`src/rtl/coh_bus_pkg.sv`:
```
// Shared types for the snoop-bus controller, the cache controllers and the bench.
package coh_bus_pkg;

    typedef enum logic [1:0] {
        BUS_RD   = 2'd0,
        BUS_RDX  = 2'd1,
        BUS_UPGR = 2'd2,
        BUS_WB   = 2'd3
    } bus_cmd_t;

    typedef enum logic [2:0] {
        IDLE  = 3'd0,
        BCAST = 3'd1,
        SNOOP = 3'd2,
        MEM   = 3'd3,
        WB    = 3'd4,
        RESP  = 3'd5
    } state_t;

    localparam int CMD_W = 2;

    // Only a plain read may install the line shared; RDX/UPGR/WB leave the
    // requester as sole owner, so another cache's hit is not reported.
    function automatic logic shared_for(input bus_cmd_t cmd, input logic hit);
        return hit && (cmd == BUS_RD);
    endfunction

endpackage

```
`src/rtl/coh_bus_arbiter_rr.sv`:
```
// Combinational round-robin pick: first requester at or after ptr, wrapping.
module rr_arbiter
    import coh_bus_pkg::*;
#(
    parameter int N = 4
) (
    input  logic [N-1:0]         req,
    input  logic [$clog2(N)-1:0] ptr,
    output logic [N-1:0]         gnt,
    output logic [$clog2(N)-1:0] idx
);

    localparam int IW = $clog2(N);

    // Scan N positions starting at ptr; the first asserted request wins.
    always_comb begin : arb_scan
        int   c;
        logic found;
        gnt   = '0;
        idx   = '0;
        found = 1'b0;
        c     = 0;
        for (int i = 0; i < N; i++) begin
            c = int'(ptr) + i;
            if (c >= N) begin
                c = c - N;
            end
            if (!found && req[c]) begin
                found  = 1'b1;
                gnt[c] = 1'b1;
                idx    = IW'(c);
            end
        end
    end

endmodule

```
`src/rtl/coh_bus_arbiter.sv`:
```
// Snoop-bus controller: round-robin grant, broadcast, snoop collection,
// single memory port sequencing for fills/writebacks, response to requester.
//
// state | meaning
// IDLE  | waiting for any req; winner context captured on the leaving edge
// BCAST | one cycle: bus_valid and gnt[src] high
// SNOOP | waiting for snoop_done from every cache except src
// MEM   | fill read on the memory port until mem_ready
// WB    | memory write of dirty snooper data (or requester data for BUS_WB)
// RESP  | one cycle: resp_valid[src] high with data and shared flag
module coh_bus_arbiter
    import coh_bus_pkg::*;
#(
    parameter int N_CACHES = 4,
    parameter int ADDR_W   = 32,
    parameter int DATA_W   = 8
) (
    input  logic                          clk,
    input  logic                          rst,
    input  logic [N_CACHES-1:0]           req,
    input  logic [2*N_CACHES-1:0]         req_cmd,
    input  logic [ADDR_W*N_CACHES-1:0]    req_addr,
    input  logic [DATA_W*N_CACHES-1:0]    req_wdata,
    output logic [N_CACHES-1:0]           gnt,
    output logic                          bus_valid,
    output logic [1:0]                    bus_cmd,
    output logic [ADDR_W-1:0]             bus_addr,
    output logic [$clog2(N_CACHES)-1:0]   bus_src,
    input  logic [N_CACHES-1:0]           snoop_done,
    input  logic [N_CACHES-1:0]           snoop_hit,
    input  logic [N_CACHES-1:0]           snoop_dirty,
    input  logic [DATA_W*N_CACHES-1:0]    snoop_data,
    output logic                          mem_req,
    output logic                          mem_write,
    output logic [ADDR_W-1:0]             mem_addr,
    output logic [DATA_W-1:0]             mem_wdata,
    input  logic [DATA_W-1:0]             mem_rdata,
    input  logic                          mem_ready,
    output logic [N_CACHES-1:0]           resp_valid,
    output logic [DATA_W-1:0]             resp_data,
    output logic                          resp_shared,
    output logic                          err_multi_dirty
);

    localparam int                 IDX_W    = $clog2(N_CACHES);
    localparam logic [IDX_W-1:0]   LAST_IDX = IDX_W'(N_CACHES - 1);
    localparam logic [N_CACHES-1:0] ONE     = N_CACHES'(1);

    state_t                state_q, state_d;
    logic [IDX_W-1:0]      ptr_q, ptr_d;
    logic [IDX_W-1:0]      src_q, src_d;
    bus_cmd_t              cmd_q, cmd_d;
    logic [ADDR_W-1:0]     addr_q, addr_d;
    logic [DATA_W-1:0]     wdata_q, wdata_d;
    logic                  hit_q, hit_d;
    logic [N_CACHES-1:0]   gnt_q, gnt_d;
    logic                  bus_valid_q, bus_valid_d;
    logic [N_CACHES-1:0]   resp_valid_q, resp_valid_d;
    logic [DATA_W-1:0]     resp_data_q, resp_data_d;
    logic                  resp_shared_q, resp_shared_d;
    logic                  mem_req_q, mem_req_d;
    logic                  mem_write_q, mem_write_d;
    logic                  err_q, err_d;

    logic [N_CACHES-1:0]   arb_gnt;
    logic [IDX_W-1:0]      arb_idx;
    bus_cmd_t              win_cmd;
    logic [ADDR_W-1:0]     win_addr;
    logic [DATA_W-1:0]     win_wdata;

    logic [N_CACHES-1:0]   src_oh;
    logic [N_CACHES-1:0]   hit_m;
    logic [N_CACHES-1:0]   dirty_m;
    logic                  all_done;
    logic                  multi_dirty;
    logic [DATA_W-1:0]     dirty_data;

    rr_arbiter #(
        .N   (N_CACHES)
    ) u_rr_arbiter (
        .req (req),
        .ptr (ptr_q),
        .gnt (arb_gnt),
        .idx (arb_idx)
    );

    // Mux the winning cache's command, address and writeback data.
    always_comb begin
        win_cmd   = BUS_RD;
        win_addr  = '0;
        win_wdata = '0;
        for (int i = 0; i < N_CACHES; i++) begin
            if (arb_gnt[i]) begin
                win_cmd   = bus_cmd_t'(req_cmd[CMD_W*i +: CMD_W]);
                win_addr  = req_addr[ADDR_W*i +: ADDR_W];
                win_wdata = req_wdata[DATA_W*i +: DATA_W];
            end
        end
    end

    // Merge snoop responses from every cache other than the requester;
    // the lowest-index dirty snooper supplies the line.
    always_comb begin : snoop_merge
        logic dirty_found;
        src_oh         = '0;
        src_oh[src_q]  = 1'b1;
        hit_m          = snoop_hit & ~src_oh;
        dirty_m        = snoop_dirty & ~src_oh;
        all_done       = &(snoop_done | src_oh);
        multi_dirty    = |(dirty_m & (dirty_m - ONE));
        dirty_data     = '0;
        dirty_found    = 1'b0;
        for (int i = 0; i < N_CACHES; i++) begin
            if (!dirty_found && dirty_m[i]) begin
                dirty_data  = snoop_data[DATA_W*i +: DATA_W];
                dirty_found = 1'b1;
            end
        end
    end

    // Next state plus next output values; outputs are decided on the
    // transition so they line up with the state they belong to.
    always_comb begin
        state_d       = state_q;
        ptr_d         = ptr_q;
        src_d         = src_q;
        cmd_d         = cmd_q;
        addr_d        = addr_q;
        wdata_d       = wdata_q;
        hit_d         = hit_q;
        gnt_d         = '0;
        bus_valid_d   = 1'b0;
        resp_valid_d  = '0;
        resp_data_d   = resp_data_q;
        resp_shared_d = 1'b0;
        mem_req_d     = mem_req_q;
        mem_write_d   = mem_write_q;
        err_d         = err_q;

        case (state_q)
            IDLE: begin
                if (|req) begin
                    src_d       = arb_idx;
                    cmd_d       = win_cmd;
                    addr_d      = win_addr;
                    wdata_d     = win_wdata;
                    hit_d       = 1'b0;
                    ptr_d       = (arb_idx == LAST_IDX) ? '0 : arb_idx + IDX_W'(1);
                    gnt_d       = arb_gnt;
                    bus_valid_d = 1'b1;
                    state_d     = BCAST;
                end
            end
            BCAST: begin
                if (cmd_q == BUS_WB) begin
                    mem_req_d   = 1'b1;
                    mem_write_d = 1'b1;
                    state_d     = WB;
                end else begin
                    state_d     = SNOOP;
                end
            end
            SNOOP: begin
                if (all_done) begin
                    hit_d = |hit_m;
                    if (multi_dirty) begin
                        err_d = 1'b1;
                    end
                    if (|dirty_m) begin
                        wdata_d     = dirty_data;
                        mem_req_d   = 1'b1;
                        mem_write_d = 1'b1;
                        state_d     = WB;
                    end else if (cmd_q == BUS_UPGR) begin
                        resp_valid_d  = src_oh;
                        resp_shared_d = shared_for(cmd_q, |hit_m);
                        state_d       = RESP;
                    end else begin
                        mem_req_d   = 1'b1;
                        mem_write_d = 1'b0;
                        state_d     = MEM;
                    end
                end
            end
            MEM: begin
                if (mem_ready) begin
                    resp_data_d   = mem_rdata;
                    mem_req_d     = 1'b0;
                    resp_valid_d  = src_oh;
                    resp_shared_d = shared_for(cmd_q, hit_q);
                    state_d       = RESP;
                end
            end
            WB: begin
                if (mem_ready) begin
                    resp_data_d   = wdata_q;
                    mem_req_d     = 1'b0;
                    mem_write_d   = 1'b0;
                    resp_valid_d  = src_oh;
                    resp_shared_d = shared_for(cmd_q, hit_q);
                    state_d       = RESP;
                end
            end
            RESP: begin
                state_d = IDLE;
            end
            default: begin
                mem_req_d   = 1'b0;
                mem_write_d = 1'b0;
                state_d     = IDLE;
            end
        endcase
    end

    // State, transaction context and all outputs register together.
    always_ff @(posedge clk) begin
        if (rst) begin
            state_q       <= IDLE;
            ptr_q         <= '0;
            src_q         <= '0;
            cmd_q         <= BUS_RD;
            addr_q        <= '0;
            wdata_q       <= '0;
            hit_q         <= 1'b0;
            gnt_q         <= '0;
            bus_valid_q   <= 1'b0;
            resp_valid_q  <= '0;
            resp_data_q   <= '0;
            resp_shared_q <= 1'b0;
            mem_req_q     <= 1'b0;
            mem_write_q   <= 1'b0;
            err_q         <= 1'b0;
        end else begin
            state_q       <= state_d;
            ptr_q         <= ptr_d;
            src_q         <= src_d;
            cmd_q         <= cmd_d;
            addr_q        <= addr_d;
            wdata_q       <= wdata_d;
            hit_q         <= hit_d;
            gnt_q         <= gnt_d;
            bus_valid_q   <= bus_valid_d;
            resp_valid_q  <= resp_valid_d;
            resp_data_q   <= resp_data_d;
            resp_shared_q <= resp_shared_d;
            mem_req_q     <= mem_req_d;
            mem_write_q   <= mem_write_d;
            err_q         <= err_d;
        end
    end

    assign gnt             = gnt_q;
    assign bus_valid       = bus_valid_q;
    assign bus_cmd         = cmd_q;
    assign bus_addr        = addr_q;
    assign bus_src         = src_q;
    assign mem_req         = mem_req_q;
    assign mem_write       = mem_write_q;
    assign mem_addr        = addr_q;
    assign mem_wdata       = wdata_q;
    assign resp_valid      = resp_valid_q;
    assign resp_data       = resp_data_q;
    assign resp_shared     = resp_shared_q;
    assign err_multi_dirty = err_q;

endmodule
```
`config.mk`:
```
export PLATFORM = sky130hd
export DESIGN_NAME = coh_bus_arbiter
export DESIGN_NICKNAME = d
export VERILOG_FILES = /design/src/rtl/coh_bus_pkg.sv /design/src/rtl/coh_bus_arbiter_rr.sv /design/src/rtl/coh_bus_arbiter.sv
export SDC_FILE = /design/constraint.sdc
export NUM_CORES = 1
export LEC_CHECK = 0
export ABC_AREA = 1
export CORE_MARGIN = 3
export CORE_UTILIZATION = 30
export DETAILED_ROUTE_END_ITERATION = 8
export GPL_ROUTABILITY_DRIVEN = 0
export PLACE_DENSITY = 0.75
export SYNTH_ARGS = -nofsm -noshare
export SYNTH_HDL_FRONTEND = slang
export SYNTH_SLANG_ARGS = --single-unit
```
`constraint.sdc`:
```
create_clock -name clk -period 6.73 [get_ports clk]
set_input_delay 1.346 -clock clk [delete_from_list [all_inputs] [get_ports clk]]
set_output_delay 1.346 -clock clk [all_outputs]
set_load 0.01 [all_outputs]
```
# After elaboration in Yosys (flattened, before gate mapping)
# Index checks and enable logic that the tools add are counted.
# Widths: inputs -> output; s select.
[classes] muxes=95 n_reduce_logical=41 bitwise=12 n_mul=0 add_sub_neg=9 shifts=0 order_cmp=14 n_eq_ne=16 n_div=0
[op_table] operator="$mux 32" n=8
[op_table] operator="$ge 32x1->1 const B" n=4
[op_table] operator="$lt 32x4->1 const B" n=4
[op_table] operator="$mux 8" n=13
[op_table] operator="$ge 32x4->1 const B" n=3
[op_table] operator="$sub 32x4->32 const B" n=3
[op_table] operator="$mux 1" n=34
[op_table] operator="$mux 4" n=8
[op_table] operator="$pmux 8 s2" n=2
[op_table] operator="$mux 2" n=9
[op_table] operator="$mux 3" n=6
[op_table] operator="$or 4x4->4" n=4
[op_table] operator="$reduce_or 4->1" n=4
[op_table] operator="$logic_and 1x1->1" n=13
[op_table] operator="$and 4x4->4" n=3
[op_table] operator="$ne 2x2->1 const B" n=6
[op_table] operator="$pmux 3 s4" n=1
[op_table] operator="$demux 1 s2" n=5
[op_table] operator="$reduce_and 5->1" n=2
[op_table] operator="$reduce_and 3->1" n=3
[op_table] operator="$bmux 1 s2" n=4
[op_table] operator="$pmux 1 s4" n=2
[op_table] operator="$pmux 4 s2" n=1
[op_table] operator="$reduce_and 4->1" n=2
[op_table] operator="25 further kinds" n=43
[word_totals] register_bits=71 romBits=0 latchBits=0 mem_bits_rw=0 elab_cells=202 input_bits=227 memories=0

# Depth between registers and ports, before layout
[logic_depth] ltp_word=21 mapped_depth=18 ltp_nobuf=17

# By module
# A second synthesis with hierarchy kept.
[hier_totals] cells_unflattened=833 area_unflattened_um2=5216.3
[modules_own_cells] module="coh_bus_arbiter" n_inst=1 area_per_inst_um2=4702.0 cells_each=748 seq_area_each_um2=1421.4
[modules_own_cells] module="rr_arbiter" n_inst=1 area_per_inst_um2=514.2 cells_each=85 seq_area_each_um2=0.0

# Worst setup path before layout
# OpenSTA, ideal clock, no wires.
[synth_timing] kind="input to register" start="input port req[3]" end="register wdata_q[2] (netlist: mem_wdata[2])" arrival_ns=2.727 path_buffers=1 slack_ns=3.871 stages=14 cell_sequence="inv_1 > nand2_1 > nand3_4 > nand2_4 > nor2_4 > nand3_4 > o21ai_4 > inv_4 > buf_6 > or2_0 > nand2_1 > nand2_1 > nand2_1 > a21oi_1"
[synth_between] elab_chain_len=19
[synth_lines] item="from (decl)" line_no="coh_bus_arbiter.sv:20" text="input logic [N_CACHES-1:0] req,"
[synth_lines] item="$bmux 1 s2" line_no="coh_bus_arbiter_rr.sv:28" text="if (!found && req[c]) begin"
[synth_lines] item="$mux 1 (not written as such) (2 in a row)" line_no="coh_bus_arbiter_rr.sv:28"
[synth_lines] item="$mux 1" line_no="coh_bus_arbiter_rr.sv:28"
[synth_lines] item="$logic_not 1->1" line_no="coh_bus_arbiter_rr.sv:28"
[synth_lines] item="$logic_and 1x1->1" line_no="coh_bus_arbiter_rr.sv:28"
[synth_lines] item="$mux 1" line_no="coh_bus_arbiter_rr.sv:28"
[synth_lines] item="$logic_not 1->1" line_no="coh_bus_arbiter_rr.sv:28"
[synth_lines] item="$logic_and 1x1->1" line_no="coh_bus_arbiter_rr.sv:28"
[synth_lines] item="$mux 1" line_no="coh_bus_arbiter_rr.sv:28"
[synth_lines] item="$logic_not 1->1" line_no="coh_bus_arbiter_rr.sv:28"
[synth_lines] item="$logic_and 1x1->1" line_no="coh_bus_arbiter_rr.sv:28"
[synth_lines] item="$mux 4" line_no="coh_bus_arbiter_rr.sv:28"
[synth_lines] item="$mux 8 (4 in a row)" line_no="coh_bus_arbiter.sv:93" text="if (arb_gnt[i]) begin"
[synth_lines] item="$mux 8" line_no="coh_bus_arbiter.sv:142" text="if (|req) begin"
[synth_lines] item="$pmux 8 s2" line_no="coh_bus_arbiter.sv:140" text="case (state_q)"
[synth_lines] item="to (signal assigned)" line_no="coh_bus_arbiter.sv:239" text="wdata_q <= wdata_d;"
[synth_lines] item="to (decl)" line_no="coh_bus_arbiter.sv:54" text="logic [DATA_W-1:0] wdata_q, wdata_d;"
# Parallel ways exist; a longest one is shown, timed or not. The select of a mux whose other input is x is not followed.
# A chain may end at the register's enable or synchronous reset.

# Worst setup path after layout
[layout_timing] start="input port req[3]" end="register addr_q[25] (netlist: bus_addr[25])"
[layout_between] elab_chain_len=17
[layout_lines] item="$bmux 1 s2" line_no="coh_bus_arbiter_rr.sv:28"
[layout_lines] item="$mux 1 (not written as such) (2 in a row)" line_no="coh_bus_arbiter_rr.sv:28"
[layout_lines] item="$mux 1" line_no="coh_bus_arbiter_rr.sv:28"
[layout_lines] item="$logic_not 1->1" line_no="coh_bus_arbiter_rr.sv:28"
[layout_lines] item="$logic_and 1x1->1" line_no="coh_bus_arbiter_rr.sv:28"
[layout_lines] item="$mux 1" line_no="coh_bus_arbiter_rr.sv:28"
[layout_lines] item="$logic_not 1->1" line_no="coh_bus_arbiter_rr.sv:28"
[layout_lines] item="$logic_and 1x1->1" line_no="coh_bus_arbiter_rr.sv:28"
[layout_lines] item="$mux 1" line_no="coh_bus_arbiter_rr.sv:28"
[layout_lines] item="$logic_not 1->1" line_no="coh_bus_arbiter_rr.sv:28"
[layout_lines] item="$logic_and 1x1->1" line_no="coh_bus_arbiter_rr.sv:28"
[layout_lines] item="$mux 4" line_no="coh_bus_arbiter_rr.sv:28"
[layout_lines] item="$mux 32 (4 in a row)" line_no="coh_bus_arbiter.sv:93"
[layout_lines] item="to (signal assigned)" line_no="coh_bus_arbiter.sv:238" text="addr_q <= addr_d;"
[layout_lines] item="to (decl)" line_no="coh_bus_arbiter.sv:53" text="logic [ADDR_W-1:0] addr_q, addr_d;"
# Parallel ways exist; a longest one is shown, timed or not. The select of a mux whose other input is x is not followed.

==> results.yml <==
clock_network:
  clock-sinks: 71
  cts_tree: "done"
  cts.path.max_buffers: 2
  cts-resized-gates: 0
  ctsHtreeMaxLevel: 3
  ctsHoldBuffers: 0
  cts_made_buffers: 9
  postCtsSetupBuffers: 0
  cts-root-buf: "clkbuf_16"
  cts.clk_slew.worst_paths_ns: 0.06
  clkLatencyLatePin_ns: 0.34
floorplanning:
  dieArea_um2: 18300
  num_rows: 46
  core_area_um2: 16100
  ioPinCount: 324
  start_util_pct: 31.2
  die_x_um: 135
  dieHeight_um: 135
grt:
  antenna_found_initial: 1
  grt_start_max_net_pins: 51
  grt_pass1_vias: 5888
  grt_pass1_wl_mm: 31.8
  gr-total-overflow: 0
  grt_usage_pct: 22.0
flow_run:
  max-cap-violations: 0
synth:
  synth_top_area_share_pct: 28.3
  synth_largest_area_cell: "dfxtp_1"
  syn_avg_cell_area_um2: 6.54
  synth_seq_cells: 71
  yosysWarnings: 0
  syn_inst: 769
  synthTopCellsByArea: "dfxtp_1, a21oi_1, nand2_1"
  synth_fp_nets: 1002
  syn_area_um2: 5030
  synthDistinctLibCells: 45
  synth_seq_area_share_pct: 28.3
sta:
  finalHoldViolCount: 0
  rsz0062_at_grt: "false"
  setup_viol: 0
  fin_ws_ns: 2.50
  drv_slew: 0
  max_freq_mhz: 236
  worst_slew_pin_slew_ns: 1.04
  min_period_ns: 4.23
  fin_setup_tns_ns: 0
  fin_skew_ns: 0.00362
  min_period_over_period_pct: 62.9
  max_slew_margin_pct: 30.5
setup_path:
  arrival_ns: 4.49
  crit_path_start_kind: "input port"
  ff2ff_path_depth: 12
  cp_max_fo: 45
  worstSetupEndpointType: "register"
  max_stage_delay_ns: 1.03
  cp_slowest_cell: "a31oi_4"
  r2r_slack_ns: 2.94
  crit_path_cell_trace: "clkdlybuf4s50_1, inv_1, nand2_1, nand3_4, nand2_4, nor2_2, a21oi_2, nand3_4, a31oi_4, nand2_1, a21o_1, a21oi_1"
  cp_data_required_time_ns: 6.99
  worstSetupPathType: "input port to register"
  r2r-end: "bus_addr[25]"
route:
  drtAntennaViolNets: 0
  vias: 6309
  drc: 0
  wl_mm: 21.4
  vias_per_cell: 5.03
  dr.first_iter.drc_count: 416
  wl_per_cell_um: 17.1
  firstDrtPassIters: 5
place:
  port_buffers: 323
  hpwl_mm: 16.2
  place_ws_ns: 2.12
cells_and_area:
  final_cell_mix: "clkdlybuf4s50_1, nand2_1, a21oi_1"
  fin_nets: 1265
  syn_to_final_growth_pct: 68.2
  drive_gt1_share_pct: 4.92
  final_common_cell: "clkdlybuf4s50_1"
hold_path:
  hp-class: "register to register"
  min_path_cells: 2
  hp-start: "hit_q"
  whs_endpoint: "hit_q"
pwr:
  p_switching_mw: 1.89
  p_comb_share_pct: 68.2
  clock_power_share_pct: 14.5
  power_per_cell_area_nw_per_um2: 466
  sw_frac_of_total_pct: 48.1
  p_int_mw: 2.04
  leakage_nw: 3.46
  ir_drop_v: 0.000225
  seq_power_share_pct: 17.3
run_status:
  status: "finished clean"
[worst max-delay path: cells and delay by family]
family	cells	cell delay, ns
AND/OR/NAND/NOR	6	0.99
AO/OA/AOI/OAI	4	1.55
buffers and inverters	2	0.57
[power groups by stage]
| stage | Clock (mW) | Sequential, mW | Combinational (mW) |
|---|---|---|---|
| 4_1_cts | 0.584 | 0.680 | 2.71 |
| 2_1_floorplan | 0 | 0.702 | 1.82 |
| 3_3_place_gp | 0 | 0.682 | 2.67 |
| 3_5_place_dp | 0 | 0.687 | 2.70 |
| 5_1_grt | 0.601 | 0.698 | 2.96 |
| 6_report | 0.572 | 0.681 | 2.68 |
[registers in the layout (all words and copies together) (netlist names), 2 cells and up, named ones only]
signal and count:
bus_addr 32, bus_cmd 2, bus_src 2, gnt 4, mem_wdata 8, resp_data 8
resp_valid 4, state_q 3
[cell type report]
type                            instances  area, um2
Multi-Input combinational cell        567       2920
Clock buffer                           10        239
Tap cell                              216        270
Timing Repair Buffer                  328       3270
Clock inverter                          6        116
Fill cell                            1606       7660
Inverter                               55        214
Antenna cell                            1       2.50
Sequential cell                        71       1420
[per-layer routing]
layer / up-vias / track usage [%] / routed length, um / part of all wire, %
li1: 3105 / - / - / -
met1: 2866 / 25.5 / 8270 / 39
met2: 306 / 39.2 / 10800 / 50
met3: 32 / 5.98 / 1850 / 8.6
met4: 0 / 7.28 / 511 / 2.4
met5: - / 0 / 0 / 0
[cell usage after synthesis, drive strengths merged]
| library cell | n |
|---|---|
| a211oi | 1 |
| a21boi | 3 |
| a21o | 34 |
| a21oi | 149 |
| a221oi | 6 |
| a31oi | 10 |
| a41oi | 1 |
| buf | 54 |
| clkbuf | 22 |
| dfxtp | 71 |
| ha | 6 |
| inv | 55 |
| nand2 | 179 |
| nand3 | 20 |
| nand4 | 7 |
| nor2 | 37 |
| nor3 | 5 |
| nor4 | 1 |
| o211ai | 2 |
| o21a | 2 |
| o21ai | 91 |
| o22ai | 4 |
| o311ai | 1 |
| o31ai | 1 |
| or2 | 7 |
[kinds of logic after synthesis]
kind of cell | synth area share (%)
adders and majority gates | 1.49
DFF | 28.3
and+or+nand+nor | 22.4
buffers and inverters | 13.8
AOI/OAI and AO/OA | 34.0
[metrics by stage]
step	power, mW	instance area (um2)	utilization (%)	hold WS [ns]	std cells
after floorplan	2.52	5030	-	0.439	769
after global placement	3.35	8100	50.2	0.453	1237
after detailed placement	3.38	8100	50.2	0.465	1237
after CTS	3.97	8450	52.4	0.474	1253
after global routing	4.26	8450	52.5	0.518	1254
final	3.94	8450	52.5	0.477	1254
[worst max-delay path by stage]
stage | slack [ns] | startpoint | end
2_1_floorplan | 3.87 | req[3] | mem_wdata[2]
3_3_place_gp | 2.18 | req[3] | bus_addr[7]
3_5_place_dp | 2.12 | req[3] | bus_addr[16]
4_1_cts | 2.49 | req[3] | bus_addr[16]
5_1_grt | 2.30 | req[3] | bus_addr[16]
6_report | 2.50 | req[3] | bus_addr[25]
Power figures use the tool's default switching activity.
